===== config.mk =====
export PLATFORM = sky130hd
export DESIGN_NAME = mips_mc_control_flat
export DESIGN_NICKNAME = d
export VERILOG_FILES = /design/src/rtl/mips_mc_control_if.sv /design/src/rtl/mips_mc_control.sv /design/src/flat_wrapper.sv
export SDC_FILE = /design/constraint.sdc
export NUM_CORES = 1
export LEC_CHECK = 0
export BUFFER_PORTS_ARGS = -buffer_cell sky130_fd_sc_hd__buf_2
export CAP_MARGIN = 20
export CORE_ASPECT_RATIO = 0.6
export CORE_UTILIZATION = 55
export CTS_CLUSTER_SIZE = 10
export DETAILED_ROUTE_END_ITERATION = 8
export PLACE_DENSITY = 0.82
export SKIP_LAST_GASP = 1
export SLEW_MARGIN = 30
export SYNTH_ARGS = -nofsm -noshare
export SYNTH_HDL_FRONTEND = slang
export SYNTH_SLANG_ARGS = --single-unit

===== constraint.sdc =====
create_clock -name clk -period 10.85 [get_ports clk]
set_clock_uncertainty 0.1 [all_clocks]
set_input_delay 1.6275 -clock clk [delete_from_list [all_inputs] [get_ports clk]]
set_output_delay 1.6275 -clock clk [all_outputs]
set_load 0.03 [all_outputs]

===== src/rtl/mips_mc_control_if.sv =====
// ============================================================================
//  Module   : mips_mc_control_if
//  Purpose  : Controller <-> datapath/memory signal bundle for mips_mc_control.
//  Revision : 1.0  initial release
// ============================================================================
`default_nettype none

interface mips_mc_control_if;
  logic [31:0] imem_rdata;
  logic        imem_busy;
  logic        dmem_busy;
  logic [31:0] rs_data;
  logic [31:0] rt_data;
  logic [31:0] pc;
  logic [31:0] ir;
  logic [2:0]  state;
  logic        opnd_en;
  logic        dmem_en;
  logic        dmem_rd_wr;
  logic [1:0]  dmem_size;
  logic        reg_wr_en;
  logic [4:0]  reg_wr_num;
  logic [1:0]  wb_sel;
  logic        retire;
  logic        illegal;
  logic [31:0] cycle_count;
  logic [31:0] instr_count;

  modport master (
    input  imem_rdata, imem_busy, dmem_busy, rs_data, rt_data,
    output pc, ir, state, opnd_en, dmem_en, dmem_rd_wr, dmem_size,
           reg_wr_en, reg_wr_num, wb_sel, retire, illegal,
           cycle_count, instr_count
  );

  modport slave (
    output imem_rdata, imem_busy, dmem_busy, rs_data, rt_data,
    input  pc, ir, state, opnd_en, dmem_en, dmem_rd_wr, dmem_size,
           reg_wr_en, reg_wr_num, wb_sel, retire, illegal,
           cycle_count, instr_count
  );
endinterface

`default_nettype wire


===== src/rtl/mips_mc_control.sv =====
// ============================================================================
//  Module   : mips_mc_control
//  Purpose  : Multi-cycle MIPS sequencer with memory stalls and variable CPI.
//             Define MIPS_MC_PERF_EN to build the cycle/instruction counters.
//  Revision : 1.0  initial release
// ============================================================================
`default_nettype none

module mips_mc_control #(
  parameter logic [31:0] PC_INIT  = 32'h0000_0000,
  parameter bit          SKIP_MEM = 1'b1
) (
  input  logic              clk,
  input  logic              reset,
  mips_mc_control_if.master bus
);

  typedef enum logic [2:0] {
    FETCH  = 3'd0,
    DECODE = 3'd1,
    EXEC   = 3'd2,
    MEM    = 3'd3,
    WB     = 3'd4
  } state_t;

  state_t      r_state, w_next;
  logic [31:0] r_pc, r_ir, r_npc;
  logic [31:0] w_npc, w_pc4, w_br_tgt;
  logic [5:0]  w_op, w_func;

  logic w_rtype, w_jr, w_j, w_jal, w_beq, w_bne, w_addiu, w_slti, w_mul;
  logic w_lw, w_lbu, w_sw, w_sb;
  logic w_load, w_store, w_mem, w_alu, w_writer, w_legal, w_ctl, w_taken;
  logic w_to_fetch;

  assign w_op    = r_ir[31:26];
  assign w_func  = r_ir[5:0];
  assign w_rtype = (w_op == 6'b000000);
  assign w_jr    = w_rtype && (w_func == 6'b001000);
  assign w_j     = (w_op == 6'b000010);
  assign w_jal   = (w_op == 6'b000011);
  assign w_beq   = (w_op == 6'b000100);
  assign w_bne   = (w_op == 6'b000101);
  assign w_addiu = (w_op == 6'b001001);
  assign w_slti  = (w_op == 6'b001010);
  assign w_mul   = (w_op == 6'b011100);
  assign w_lw    = (w_op == 6'b100011);
  assign w_lbu   = (w_op == 6'b100100);
  assign w_sw    = (w_op == 6'b101011);
  assign w_sb    = (w_op == 6'b101000);

  assign w_load   = w_lw | w_lbu;
  assign w_store  = w_sw | w_sb;
  assign w_mem    = w_load | w_store;
  assign w_alu    = (w_rtype & ~w_jr) | w_addiu | w_slti | w_mul;
  assign w_writer = w_alu | w_load | w_jal;
  assign w_legal  = w_rtype | w_j | w_jal | w_beq | w_bne | w_addiu | w_slti |
                    w_mul | w_mem;
  assign w_ctl    = w_beq | w_bne | w_j | w_jr | ~w_legal;
  assign w_taken  = (w_beq && (bus.rs_data == bus.rt_data)) ||
                    (w_bne && (bus.rs_data != bus.rt_data));

  assign w_pc4    = r_pc + 32'd4;
  assign w_br_tgt = w_pc4 + {{14{r_ir[15]}}, r_ir[15:0], 2'b00};

  always_comb begin
    w_npc = w_pc4;
    if (w_taken)
      w_npc = w_br_tgt;
    else if (w_j || w_jal)
      w_npc = {r_pc[31:28], r_ir[25:0], 2'b00};
    else if (w_jr)
      w_npc = bus.rs_data;
  end

  always_comb begin
    w_next = r_state;
    case (r_state)
      FETCH:  if (!bus.imem_busy) w_next = DECODE;
      DECODE: w_next = EXEC;
      EXEC: begin
        if (!SKIP_MEM)   w_next = MEM;
        else if (w_ctl)  w_next = FETCH;
        else if (w_mem)  w_next = MEM;
        else             w_next = WB;
      end
      MEM: begin
        if (!(w_mem && bus.dmem_busy))
          w_next = (SKIP_MEM && w_store) ? FETCH : WB;
      end
      WB:      w_next = FETCH;
      default: w_next = FETCH;
    endcase
  end

  assign w_to_fetch = (r_state != FETCH) && (w_next == FETCH);

  // Target is resolved in EXEC; later states replay the copy held in r_npc.
  always_ff @(posedge clk) begin
    if (reset) begin
      r_state <= FETCH;
      r_pc    <= PC_INIT;
      r_ir    <= 32'd0;
      r_npc   <= 32'd0;
    end else begin
      r_state <= w_next;
      if (r_state == FETCH && !bus.imem_busy) r_ir <= bus.imem_rdata;
      if (r_state == EXEC) r_npc <= w_npc;
      if (w_to_fetch) r_pc <= (r_state == EXEC) ? w_npc : r_npc;
    end
  end

  assign bus.pc         = r_pc;
  assign bus.ir         = r_ir;
  assign bus.state      = r_state;
  assign bus.opnd_en    = ~reset && (r_state == DECODE);
  assign bus.dmem_en    = ~reset && (r_state == MEM) && w_mem;
  assign bus.dmem_rd_wr = reset || !((r_state == MEM) && w_store);
  assign bus.dmem_size  = (w_lbu || w_sb) ? 2'b00 : 2'b01;
  assign bus.reg_wr_en  = ~reset && (r_state == WB) && w_writer;
  assign bus.reg_wr_num = w_jal ? 5'd31 :
                          (w_addiu || w_slti || w_load) ? r_ir[20:16] : r_ir[15:11];
  assign bus.wb_sel     = w_load ? 2'd1 : (w_jal ? 2'd2 : 2'd0);
  assign bus.retire     = ~reset && w_to_fetch;
  assign bus.illegal    = ~reset && (r_state == EXEC) && ~w_legal;

`ifdef MIPS_MC_PERF_EN
  logic [31:0] r_cycle_count, r_instr_count;

  always_ff @(posedge clk) begin
    if (reset) begin
      r_cycle_count <= 32'd0;
      r_instr_count <= 32'd0;
    end else begin
      r_cycle_count <= r_cycle_count + 32'd1;
      if (w_to_fetch) r_instr_count <= r_instr_count + 32'd1;
    end
  end

  assign bus.cycle_count = r_cycle_count;
  assign bus.instr_count = r_instr_count;
`else
  assign bus.cycle_count = 32'd0;
  assign bus.instr_count = 32'd0;
`endif

endmodule

`default_nettype wire


===== src/flat_wrapper.sv =====
// flat-port wrapper written by rule: the top's interface ports become plain ports
module mips_mc_control_flat 
#(
  parameter logic [31:0] PC_INIT  = 32'h0000_0000,
  parameter bit          SKIP_MEM = 1'b1
)
  (clk, reset, bus_imem_rdata, bus_imem_busy, bus_dmem_busy, bus_rs_data, bus_rt_data, bus_pc, bus_ir, bus_state, bus_opnd_en, bus_dmem_en, bus_dmem_rd_wr, bus_dmem_size, bus_reg_wr_en, bus_reg_wr_num, bus_wb_sel, bus_retire, bus_illegal, bus_cycle_count, bus_instr_count);
  mips_mc_control_if bus_i ();
  input  logic clk;
  input  logic reset;
  input wire logic [$bits(bus_i.imem_rdata)-1:0] bus_imem_rdata;
  input wire logic [$bits(bus_i.imem_busy)-1:0] bus_imem_busy;
  input wire logic [$bits(bus_i.dmem_busy)-1:0] bus_dmem_busy;
  input wire logic [$bits(bus_i.rs_data)-1:0] bus_rs_data;
  input wire logic [$bits(bus_i.rt_data)-1:0] bus_rt_data;
  output wire logic [$bits(bus_i.pc)-1:0] bus_pc;
  output wire logic [$bits(bus_i.ir)-1:0] bus_ir;
  output wire logic [$bits(bus_i.state)-1:0] bus_state;
  output wire logic [$bits(bus_i.opnd_en)-1:0] bus_opnd_en;
  output wire logic [$bits(bus_i.dmem_en)-1:0] bus_dmem_en;
  output wire logic [$bits(bus_i.dmem_rd_wr)-1:0] bus_dmem_rd_wr;
  output wire logic [$bits(bus_i.dmem_size)-1:0] bus_dmem_size;
  output wire logic [$bits(bus_i.reg_wr_en)-1:0] bus_reg_wr_en;
  output wire logic [$bits(bus_i.reg_wr_num)-1:0] bus_reg_wr_num;
  output wire logic [$bits(bus_i.wb_sel)-1:0] bus_wb_sel;
  output wire logic [$bits(bus_i.retire)-1:0] bus_retire;
  output wire logic [$bits(bus_i.illegal)-1:0] bus_illegal;
  output wire logic [$bits(bus_i.cycle_count)-1:0] bus_cycle_count;
  output wire logic [$bits(bus_i.instr_count)-1:0] bus_instr_count;
  assign bus_i.imem_rdata = bus_imem_rdata;
  assign bus_i.imem_busy = bus_imem_busy;
  assign bus_i.dmem_busy = bus_dmem_busy;
  assign bus_i.rs_data = bus_rs_data;
  assign bus_i.rt_data = bus_rt_data;
  assign bus_pc = bus_i.pc;
  assign bus_ir = bus_i.ir;
  assign bus_state = bus_i.state;
  assign bus_opnd_en = bus_i.opnd_en;
  assign bus_dmem_en = bus_i.dmem_en;
  assign bus_dmem_rd_wr = bus_i.dmem_rd_wr;
  assign bus_dmem_size = bus_i.dmem_size;
  assign bus_reg_wr_en = bus_i.reg_wr_en;
  assign bus_reg_wr_num = bus_i.reg_wr_num;
  assign bus_wb_sel = bus_i.wb_sel;
  assign bus_retire = bus_i.retire;
  assign bus_illegal = bus_i.illegal;
  assign bus_cycle_count = bus_i.cycle_count;
  assign bus_instr_count = bus_i.instr_count;
  mips_mc_control #(.PC_INIT(PC_INIT), .SKIP_MEM(SKIP_MEM)) u_core (.clk(clk), .reset(reset), .bus(bus_i));
endmodule

==> summary.txt, run 1 <==
# IOs = 246
Crit path kind = reg2out
Final Max Tran Viols = 0
DRC viols = 0
Vias in the first global route = 6767
Setup-failing EPs final = 0
Syn_area_per_cell = 7.746 sq um
Routed len/inst = 18.68 microns
Clk Latency, worst-skew pair = 0.35 ns
Pwr/cell area = 112.3 mW/mm^2
Simple-gate area share of the yosys netlist = 22.81%
Vias per inst = 6.007
Compound-Gate Fraction of Synth Area = 22.43%
CP arrival = 3.61 ns
Tmin final = 5.338 ns
Static leakage = 4.264 nW
Final period utilization = 49.20%
Initial antenna violation count = 0
Core Rows = 33
Area share of the largest cell type after synthesis = 25.06%
Clk root buf = clkbuf_16
Final Hold Vio Count = 0
Die area = 0.01488 sq mm
Layer with the highest usage = met1
First-pass GRT wire length = 37.39 mm
Largest cells by area after synthesis = dfxtp_1 (25%), buf_4 (6.4%), a21oi_1 (6.2%), nand2_1 (5.8%), xor2_1 (5.8%)
Grt ovf = 0
Initial core utilization = 57.18%
Critical path's largest stage delay = 0.92 ns
Post-DRT Antenna Nets = 0
Post-Syn Area = 0.007909 sq mm
Crit-path max FO = 21
Die height = 94.89 microns
Pre-antenna DRT Iters = 6
CTS buffer count = 9
Post-DP HPWL = 18.97 mm
Fin nets = 1288
Diode count = 0
Worst-path clk slew = 0.07 ns
Worst ir drop on vdd = 0.08931 mV
Die Wd = 156.8 microns
Asr flop ratio synth = 0%
Post-CTS Setup Inserts = 0
Gr usage total = 33.24%
Critical path launch point type = flip-flop
RSZ-0062 raised after global routing = false
# H-tree levels = 3
XOR/XNOR share of the synthesized area = 9.302%
Fraction of layout cells with a size suffix above 1 = 21.10%
Post-synth cell types = 86
Core box area = 0.01383 sq mm
Post-CTS Resized = 0
Number of synthesized register bits = 99
Slowest CP cell = and2_1
Input/output buffers = 180
Mapped Cells = 1021
Predominant post-synthesis flop cell = dfxtp_1
Post-route setup TNS = 0 ns
Largest net degree at the start of global routing = 76
Hold_ws = 0.3802 ns
Worst slew margin = 29.19%
Post-synthesis adder-cell area fraction = 5.126%
Largest family of logic cells by synthesized area = simple AND/OR/NAND/NOR gates
Met2 usage = 46.00%
Max-cap check violation count = 0
Vias post-DR = 8128
Slew @ Worst Pin = 1.062 ns
CP Capture Type = output port
Hold buffers post-CTS = 0
WL final = 25.28 mm
Critical path data required time = 9.12 ns
Post-synth top cells = nand2_1 (122), dfxtp_1 (99), a21oi_1 (98)
HP Class = reg2reg
Mux share of post-synthesis cell area = 4.493%
Clk buf depth = 2
Met3 Use GR = 10.10%
Synth Warn # = 0
Seq/Total Area, Yosys = 25.06%
Clock tree from TritonCTS = built
CP Cell Sequence = nor4_2, and2_1, nand2_1, o311ai_0, and4_1, buf_2
Clock Sinks = 99
1st-iter DRT viols = 1069
Post-synth EDFFs = 0
Max Freq = 0.1873 GHz
Final GP Congestion = 0.9945
Met1 GRT Util = 48.60%
Most frequent cell after synthesis = nand2_1
Area leader, netlist = dfxtp_1
Outcome = completed
Area grow syn2layout = 12.47%
==> cell families after synthesis <==
family          count (synthesis)
buf+inv                       143
flops                          99
xor+xnor                       84
simple gates                  367
fa+ha+maj                      32
mux                            35
compound gates                260
other cells                     1
==> worst max-delay path: cells and delay by family, from the launching register on <==
| family | cells | cell delay [ns] |
|---|---|---|
| AO/OA/AOI/OAI | 1 | 0.35 |
| flip-flops | 1 | 0.45 |
| AND/OR/NAND/NOR | 4 | 2.27 |
| buffers and inverters | 1 | 0.19 |
==> layout make-up <==
cell class,count,area (sq um)
Timing Repair Buffer,188,964.7
Fill cell,1227,4937
Clock buffer,10,239.0
Multi-Input combinational cell,843,5345
Sequential cell,99,1982
Tap cell,192,240.2
Inverter,16,61.31
Clock inverter,5,62.56
==> flip-flops by register name, indices dropped and copies added (netlist names) <==
signal	count
u_core.r_npc	32
u_core.bus.state	3
u_core.bus.ir	32
u_core.bus.pc	32
==> routing by layer <==
layer  up-vias  wire (microns)
met2       529            9989
met1      3765           11350
met5         -               0
met3        38            3431
li1       3796               -
met4         0             508
==> path summary, 6_finish.rpt <==
path	from	to	slack (ns)	cells after the start
worst min register to register	u_core.bus.ir[22]	u_core.bus.ir[22]	0.38	2
worst min-delay path	u_core.bus.ir[22]	u_core.bus.ir[22]	0.38	2
worst max-delay path	u_core.bus.ir[29]	bus_reg_wr_en	5.51	6
worst max register to register	u_core.bus.pc[2]	u_core.bus.pc[31]	6.05	15
==> where the power goes <==
| group | internal, W | switching (W) | leakage, nW |
|---|---|---|---|
| clock | 0.000185 | 0.000151 | 0.141 |
| combinational | 0.0000796 | 0.000176 | 3.32 |
| sequential | 0.000380 | 0.0000266 | 0.806 |
| total | 0.000645 | 0.000353 | 4.26 |
==> stage by stage <==
stage               power [W]  instances  util (%)  setup WS (ns)  instance area (sq um)
finish              0.0009985       1353     64.31          5.512                   8895
detailed placement  0.0006636       1338     62.09          5.741                   8588
CTS                 0.0009922       1353     64.27          5.656                   8890
floorplan           0.0006052       1085         -          6.424                   8149
global route         0.001034       1353     64.31          5.449                   8895
global placement    0.0006583       1337     61.94          5.515                   8567
==> placed cells by master (no fill, tap or decap), types with 15 or more instances in the layout <==
cell type | synthesis | final
nand2_1 | 122 | 121
nor3_1 | 29 | 28
xnor2_1 | 32 | 32
a21oi_1 | 98 | 98
a21o_1 | 22 | 22
mux2i_1 | 31 | 31
a211oi_1 | 15 | 15
conb_1 | 1 | 65
nor2_1 | 81 | 81
o21ai_0 | 40 | 40
ha_1 | 30 | 30
xor2_1 | 52 | 52
dfxtp_1 | 99 | 99
and3_1 | 19 | 19
nand3_1 | 34 | 34
nand4_1 | 17 | 17
buf_2 | 17 | 180
Note: power is estimated with default switching activity, not from simulation.
==> run 2: changes to the inputs <==
--- a/config.mk
+++ b/config.mk
@@ -8,10 +8,10 @@
 export BUFFER_PORTS_ARGS = -buffer_cell sky130_fd_sc_hd__buf_2
 export CAP_MARGIN = 20
 export CORE_ASPECT_RATIO = 0.6
-export CORE_UTILIZATION = 55
+export CORE_UTILIZATION = 48
 export CTS_CLUSTER_SIZE = 10
 export DETAILED_ROUTE_END_ITERATION = 8
-export PLACE_DENSITY = 0.82
+export PLACE_DENSITY = 0.76
 export SKIP_LAST_GASP = 1
 export SLEW_MARGIN = 30
 export SYNTH_ARGS = -nofsm -noshare
==> constraint.sdc (replaced) <==
create_clock -name clk -period 4.3 [get_ports clk]
set_clock_uncertainty 0.1 [all_clocks]
set_input_delay 0.645 -clock clk [delete_from_list [all_inputs] [get_ports clk]]
set_output_delay 0.645 -clock clk [all_outputs]
set_load 0.03 [all_outputs]
==> run 2 against run 1 <==
  * Critical path type is now reg2reg
  * Flip-flop and latch count stayed put
  * Hold slack better by 0.0089 ns
  * Critical path depth is 8 higher
  * Combinational power grew to 2.6 times the previous value
  * Non-clock buffer count is 30 higher
  * Cell count is 3.0% higher
  * Register-to-register slack worse by 5.8 ns
  * Die area is 14% higher
  * Wire length is 6.6% higher
  * Largest power group unchanged
  * Count of clock-buffer cells in the layout is 2 higher
  * Total power grew to 2.6 times the previous value
  * Sequential share of layout area is 0.63 points lower
  * Highest routed layer unchanged
==> summary.txt, run 2 (synthesis results as in run 1) <==
Static leakage = 4.428 nW (was 4.264 nW)
Die height = 101.4 microns (was 94.89 microns)
Worst slew margin = 41.77% (was 29.19%)
Final period utilization = 93.43%
Fillers = 1491 (was 1227)
Clk root buf = clkbuf_16 (unchanged)
Post-DRT Antenna Nets = 0 (unchanged)
Diode count = 0 (unchanged)
Vias per inst = 5.844 (was 6.007)
Die area = 0.01701 sq mm (was 0.01488 sq mm)
Outcome = completed (unchanged)
Die Wd = 167.7 microns (was 156.8 microns)
# H-tree levels = 3 (unchanged)
Hold_ws = 0.3891 ns (was 0.3802 ns)
Top Metal Used = met4 (unchanged)
Initial core utilization = 50.31% (was 57.18%)
CP Launch Point = u_core.bus.pc[5] (was u_core.bus.ir[29])
Final Max Tran Viols = 0 (unchanged)
Clk buf depth = 2 (unchanged)
Tmin final = 4.018 ns
Clk Latency, worst-skew pair = 0.35 ns (about the same)
Slew @ Worst Pin = 0.8735 ns (was 1.062 ns)
Met2 WL = 10.33 mm (was 9.989 mm)
DRC viols = 0 (unchanged)
Core box area = 0.01572 sq mm (was 0.01383 sq mm)
R2R depth = 14 (was 15)
Worst r2r dst = u_core.bus.pc[25] (was u_core.bus.pc[31])
Hold path cells = 2 (unchanged)
Worst ir drop on vdd = 0.1703 mV (was 0.08931 mV)
Input/output buffers = 180 (unchanged)
Critical path's largest stage delay = 0.43 ns (was 0.92 ns)
CP Capture Type = flip-flop (was output port)
Largest net degree at the start of global routing = 75 (was 76)
Clock tree from TritonCTS = built (unchanged)
Setup-failing EPs final = 0 (unchanged)
Metal3 WL = 3.571 mm (was 3.431 mm)
Max Freq = 0.2489 GHz
First-pass GRT wire length = 40.89 mm (was 37.39 mm)
Crit-path max FO = 6 (was 21)
Pre-CTS setup slack = 0.2387 ns (was 5.741 ns)
Pre-antenna DRT Iters = 5 (was 6)
Final GP Congestion = 1.030 (was 0.9945)
Post-route setup TNS = 0 ns (unchanged)
Commonest non-fill, non-tap cell in the layout = buf_2 (unchanged)
Commonest non-fill, non-tap cells in the layout = buf_2 (180), nand2_1 (121), a21oi_1 (98), dfxtp_1 (98), nor2_1 (81) (was buf_2 (180), nand2_1 (121), dfxtp_1 (99))
CP Cell Sequence = nand4_1, or2_1, nor3_1, xor2_1, ha_1, a21oi_1, o21ai_0, nand2b_1, a211oi_2, a21oi_1, a311o_1, xor2_1, a211oi_1, nor3_1 (was nor4_2, and2_1, nand2_1, o311ai_0, and4_1, buf_2)
Post-CTS Setup Inserts = 0 (unchanged)
Vias post-DR = 8147 (was 8128)
Max-cap check violation count = 0 (unchanged)
Grt ovf = 0 (unchanged)
Crit path kind = reg2reg (was reg2out)
CP arrival = 4.16 ns (was 3.61 ns)
Wl on met1 = 12.78 mm (was 11.35 mm)
Critical path data required time = 4.44 ns (was 9.12 ns)
Critical path launch point type = flip-flop (unchanged)
Routed len/inst = 19.32 microns (was 18.68 microns)
CTS buffer count = 9 (unchanged)
Clock Sinks = 99 (unchanged)
Slowest CP cell = dfxtp_1 (was and2_1)
Fin nets = 1318 (was 1288)
Final Hold Vio Count = 0 (unchanged)
Vias in the first global route = 6982 (was 6767)
RR Startpoint = u_core.bus.pc[5] (was u_core.bus.pc[2])
WL final = 26.94 mm (was 25.28 mm)
Fraction of layout cells with a size suffix above 1 = 23.34% (was 21.10%)
Crit path capture = u_core.bus.pc[25] (was bus_reg_wr_en)
Fin util = 58.26% (was 64.31%)
1st-iter DRT viols = 933 (was 1069)
PnR worst setup slack = 0.2825 ns (was 5.512 ns)
HP Class = reg2reg (unchanged)
Initial antenna violation count = 0 (unchanged)
Flop2flop setup slack = 0.28 ns (was 6.05 ns)
Pwr/cell area = 278.1 mW/mm^2 (was 112.3 mW/mm^2)
RSZ-0062 raised after global routing = false (unchanged)
# IOs = 246 (unchanged)
Core Rows = 35 (was 33)
Gr usage total = 31.68% (was 33.24%)
Post-DP HPWL = 20.97 mm (was 18.97 mm)
Area grow syn2layout = 15.80% (was 12.47%)
Worst-path clk slew = 0.07 ns (about the same)
[run 2: metrics by stage]
step,std cells,power (W),cell area [sq um]
detailed placement,1379,0.001697,8841
finish,1394,0.002547,9159
global route,1394,0.002661,9159
floorplan,1085,0.001527,8149
CTS,1394,0.002546,9145
global placement,1379,0.001694,8838
[run 2: timing repair]
item,CTS,global route
setup endpoints to repair,0,6
hold buffers,0,0
resized for setup,0,5
[run 2: how the worst min path moves through the flow]
stage | from | to | slack [ns]
finish | u_core.bus.ir[21] | u_core.bus.ir[21] | 0.39
global route | bus_imem_rdata[4] | u_core.bus.ir[4] | 0.41
CTS | u_core.bus.pc[29] | u_core.bus.pc[29] | 0.39
detailed placement | u_core.r_npc[6] | u_core.r_npc[6] | 0.38
global placement | u_core.r_npc[6] | u_core.r_npc[6] | 0.36
floorplan | u_core.r_npc[5] | u_core.r_npc[5] | 0.34
[run 2: per-layer routing]
| metal | GRT usage, % | up-vias |
|---|---|---|
| met3 | 11.02 | 24 |
| met5 | 0 | - |
| met4 | 5.505 | 0 |
| li1 | - | 3873 |
| met2 | 42.79 | 454 |
| met1 | 47.56 | 3796 |
[run 2: power breakdown]
group	switching, W	internal, W
registers	0.0000582	0.000960
clock network	0.000372	0.000483
logic	0.000461	0.000214
total	0.000890	0.00166
[run 2: critical path: cells and delay by family (launching register included)]
kind / cells / cell delay, ns
AOI/OAI and AO/OA: 6 / 1.51
xor gates and xnor gates: 2 / 0.40
adders and majority gates: 1 / 0.33
DFF: 1 / 0.43
and+or+nand+nor: 5 / 1.13
[run 2: layout make-up]
class	instances	area [sq um]	area share (%)
clock buffer	12	256.5	2.801
clock inverter	3	47.55	0.5191
inverter	16	61.31	0.6694
multi-input combinational	843	5345	58.36
sequential	99	1983	21.65
tap	203	254.0	2.773
timing repair buffer	218	1211	13.22
==> run 3: changes to the inputs <==
--- a/config.mk
+++ b/config.mk
@@ -7,7 +7,7 @@
 export LEC_CHECK = 0
 export BUFFER_PORTS_ARGS = -buffer_cell sky130_fd_sc_hd__buf_2
 export CAP_MARGIN = 20
-export CORE_ASPECT_RATIO = 0.6
+export CORE_ASPECT_RATIO = 0.8
 export CORE_UTILIZATION = 48
 export CTS_CLUSTER_SIZE = 10
 export DETAILED_ROUTE_END_ITERATION = 8
==> run 3 against run 2 <==
  * Wire length is 2.2% lower
  * Sequential power hardly changed
  * Count of clock-buffer cells in the layout is 3 lower
  * Global-route usage is 0.55 points lower
  * Largest cell class unchanged
  * Sequential share of layout area is 0.21 points higher
==> summary.txt, run 3 (synthesis results as in run 1) <==
Max-cap check violation count = 0 (unchanged)
Post-DRT Antenna Nets = 0 (unchanged)
Setup-failing EPs final = 0 (unchanged)
Initial core utilization = 49.57% (was 50.31%)
Clk Latency, worst-skew pair = 0.36 ns (was 0.35 ns)
Post-route setup TNS = 0 ns (unchanged)
Diode count = 0 (unchanged)
Post-CTS Setup Inserts = 0 (unchanged)
Critical path depth = 14 (unchanged)
Worst Path Buf+Inv = 0 (unchanged)
Clock tree from TritonCTS = built (unchanged)
WL final = 26.34 mm (was 26.94 mm)
# IOs = 246 (unchanged)
Hold path cells = 2 (unchanged)
Gr usage total = 31.13% (was 31.68%)
Critical path data required time = 4.43 ns (was 4.44 ns)
Tmin final = 4.097 ns (was 4.018 ns)
Fin nets = 1309 (was 1318)
First-pass GRT wire length = 40.51 mm (was 40.89 mm)
Die area = 0.01700 sq mm (was 0.01701 sq mm)
DRC viols = 0 (unchanged)
Hold buffers post-CTS = 0 (unchanged)
Die height = 116.8 microns (was 101.4 microns)
Commonest non-fill, non-tap cell in the layout = buf_2 (unchanged)
CP Capture Type = flip-flop (unchanged)
Critical path launch point type = flip-flop (unchanged)
Area after DPL = 0.008776 sq mm (was 0.008841 sq mm)
CP Cell Sequence = nand4_1, nor2_1, nand2_1, xnor2_1, ha_1, and3_1, nand4_1, a21oi_1, nor2_1, o41ai_1, o21ai_1, mux2i_1, nor4_1, a2111oi_1 (was nand4_1, or2_1, nor3_1, xor2_1, ha_1, a21oi_1, o21ai_0, nand2b_1, a211oi_2, a21oi_1, a311o_1, xor2_1, a211oi_1, nor3_1)
Clock Sinks = 99 (unchanged)
Delay-heaviest family, CP = compound AO/OA/AOI/OAI gates (unchanged)
Worst ir drop on vdd = 0.1822 mV (was 0.1703 mV)
Clk buf depth = 2 (unchanged)
CP arrival = 4.23 ns (was 4.16 ns)
Vias per inst = 5.789 (was 5.844)
Crit path kind = reg2reg (unchanged)
Outcome = completed (unchanged)
Design Area, Final = 0.009064 sq mm (was 0.009159 sq mm)
R2R depth = 14 (unchanged)
Vias post-DR = 8093 (was 8147)
RSZ-0062 raised after global routing = false (unchanged)
Final Hold Vio Count = 0 (unchanged)
Crit-path max FO = 9 (was 6)
Final Max Tran Viols = 0 (unchanged)
Fraction of layout cells with a size suffix above 1 = 22.65% (was 23.34%)
Worst slew margin = 45.05% (was 41.77%)
Commonest non-fill, non-tap cells in the layout = buf_2 (180), nand2_1 (121), dfxtp_1 (99) (was buf_2 (180), nand2_1 (121), a21oi_1 (98), dfxtp_1 (98), nor2_1 (81))
Post-CTS Resized = 0 (unchanged)
Vias in the first global route = 7252 (was 6982)
# H-tree levels = 3 (unchanged)
Pwr/cell area = 273.9 mW/mm^2 (was 278.1 mW/mm^2)
Slowest CP cell = o41ai_1 (was dfxtp_1)
Grt ovf = 0 (unchanged)
Pre-antenna DRT Iters = 5 (unchanged)
Clk root buf = clkbuf_16 (unchanged)
Static leakage = 4.370 nW (was 4.428 nW)
Core box area = 0.01595 sq mm (was 0.01572 sq mm)
1st-iter DRT viols = 858 (was 933)
Initial antenna violation count = 1 (was 0)
Input/output buffers = 180 (unchanged)
HP Class = reg2reg (unchanged)
Largest net degree at the start of global routing = 67 (was 75)
Critical path's largest stage delay = 0.62 ns (was 0.43 ns)
Max Freq = 0.2441 GHz (was 0.2489 GHz)
Core Rows = 41 (was 35)
Worst-path clk slew = 0.07 ns (about the same)
Slew @ Worst Pin = 0.8243 ns (was 0.8735 ns)
Final period utilization = 95.27% (was 93.43%)
Post-DP HPWL = 20.07 mm (was 20.97 mm)
CTS buffer count = 9 (unchanged)
Final GP Congestion = 1.018 (was 1.030)
Die Wd = 145.5 microns (was 167.7 microns)
Area grow syn2layout = 14.60% (was 15.80%)
Routed len/inst = 18.84 microns (was 19.32 microns)
[run 3: cell count changes in the layout (fill, tap and decap cells not counted), sizes merged]
cell,previous run,this run
clkbuf,12,9
bufinv,1,0
clkinvlp,0,1
inv,15,19
buf,218,209
[run 3: through the flow]
stage	hold WS [ns]	worst slack (ns)	cells	total power, W	utilization [%]
after global routing	0.4098	0.01912	1398	0.002590	56.81
final	0.3851	0.2035	1398	0.002482	56.81
after global placement	0.3599	0.3479	1382	0.001687	54.99
after detailed placement	0.3725	0.2531	1382	0.001694	55.01
after floorplan	0.3430	0.3069	1085	0.001527	-
after CTS	0.3875	0.2196	1398	0.002488	56.79
[run 3: worst paths after layout]
path	start	to	slack, ns
worst max-delay path	u_core.bus.pc[7]	u_core.bus.pc[31]	0.20
worst min-delay path	u_core.r_npc[0]	u_core.r_npc[0]	0.39
worst max register to register	u_core.bus.pc[7]	u_core.bus.pc[31]	0.20
worst min register to register	u_core.r_npc[0]	u_core.r_npc[0]	0.39
[run 3: layer usage]
metal,up-vias,part of all wire [%],global-route usage (%)
met2,427,42,46.44
met5,-,0.049,0
met1,3753,45,43.29
met4,2,3.8,14.32
met3,65,9.5,6.434
li1,3846,-,-
[run 3: worst register-to-register path: cells and delay by family, from the launching register on]
kind,cells,cell delay [ns]
AND/OR/NAND/NOR,7,1.29
XOR/XNOR,1,0.16
multiplexers,1,0.22
adder cells (fa/ha/maj),1,0.39
AO/OA/AOI/OAI,4,1.38
flip-flops,1,0.43
[run 3: power by group]
group	internal [W]	switching, W
clock network	0.000403	0.000395
registers	0.000960	0.0000594
logic	0.000211	0.000454
[run 3: final cells by class]
class	instances	area [sq um]
Clock buffer	9	225.2
Clock inverter	7	58.81
Fill cell	1541	6890
Inverter	16	61.31
Multi-Input combinational cell	843	5336
Sequential cell	99	1982
Tap cell	215	269.0
Timing Repair Buffer	209	1131
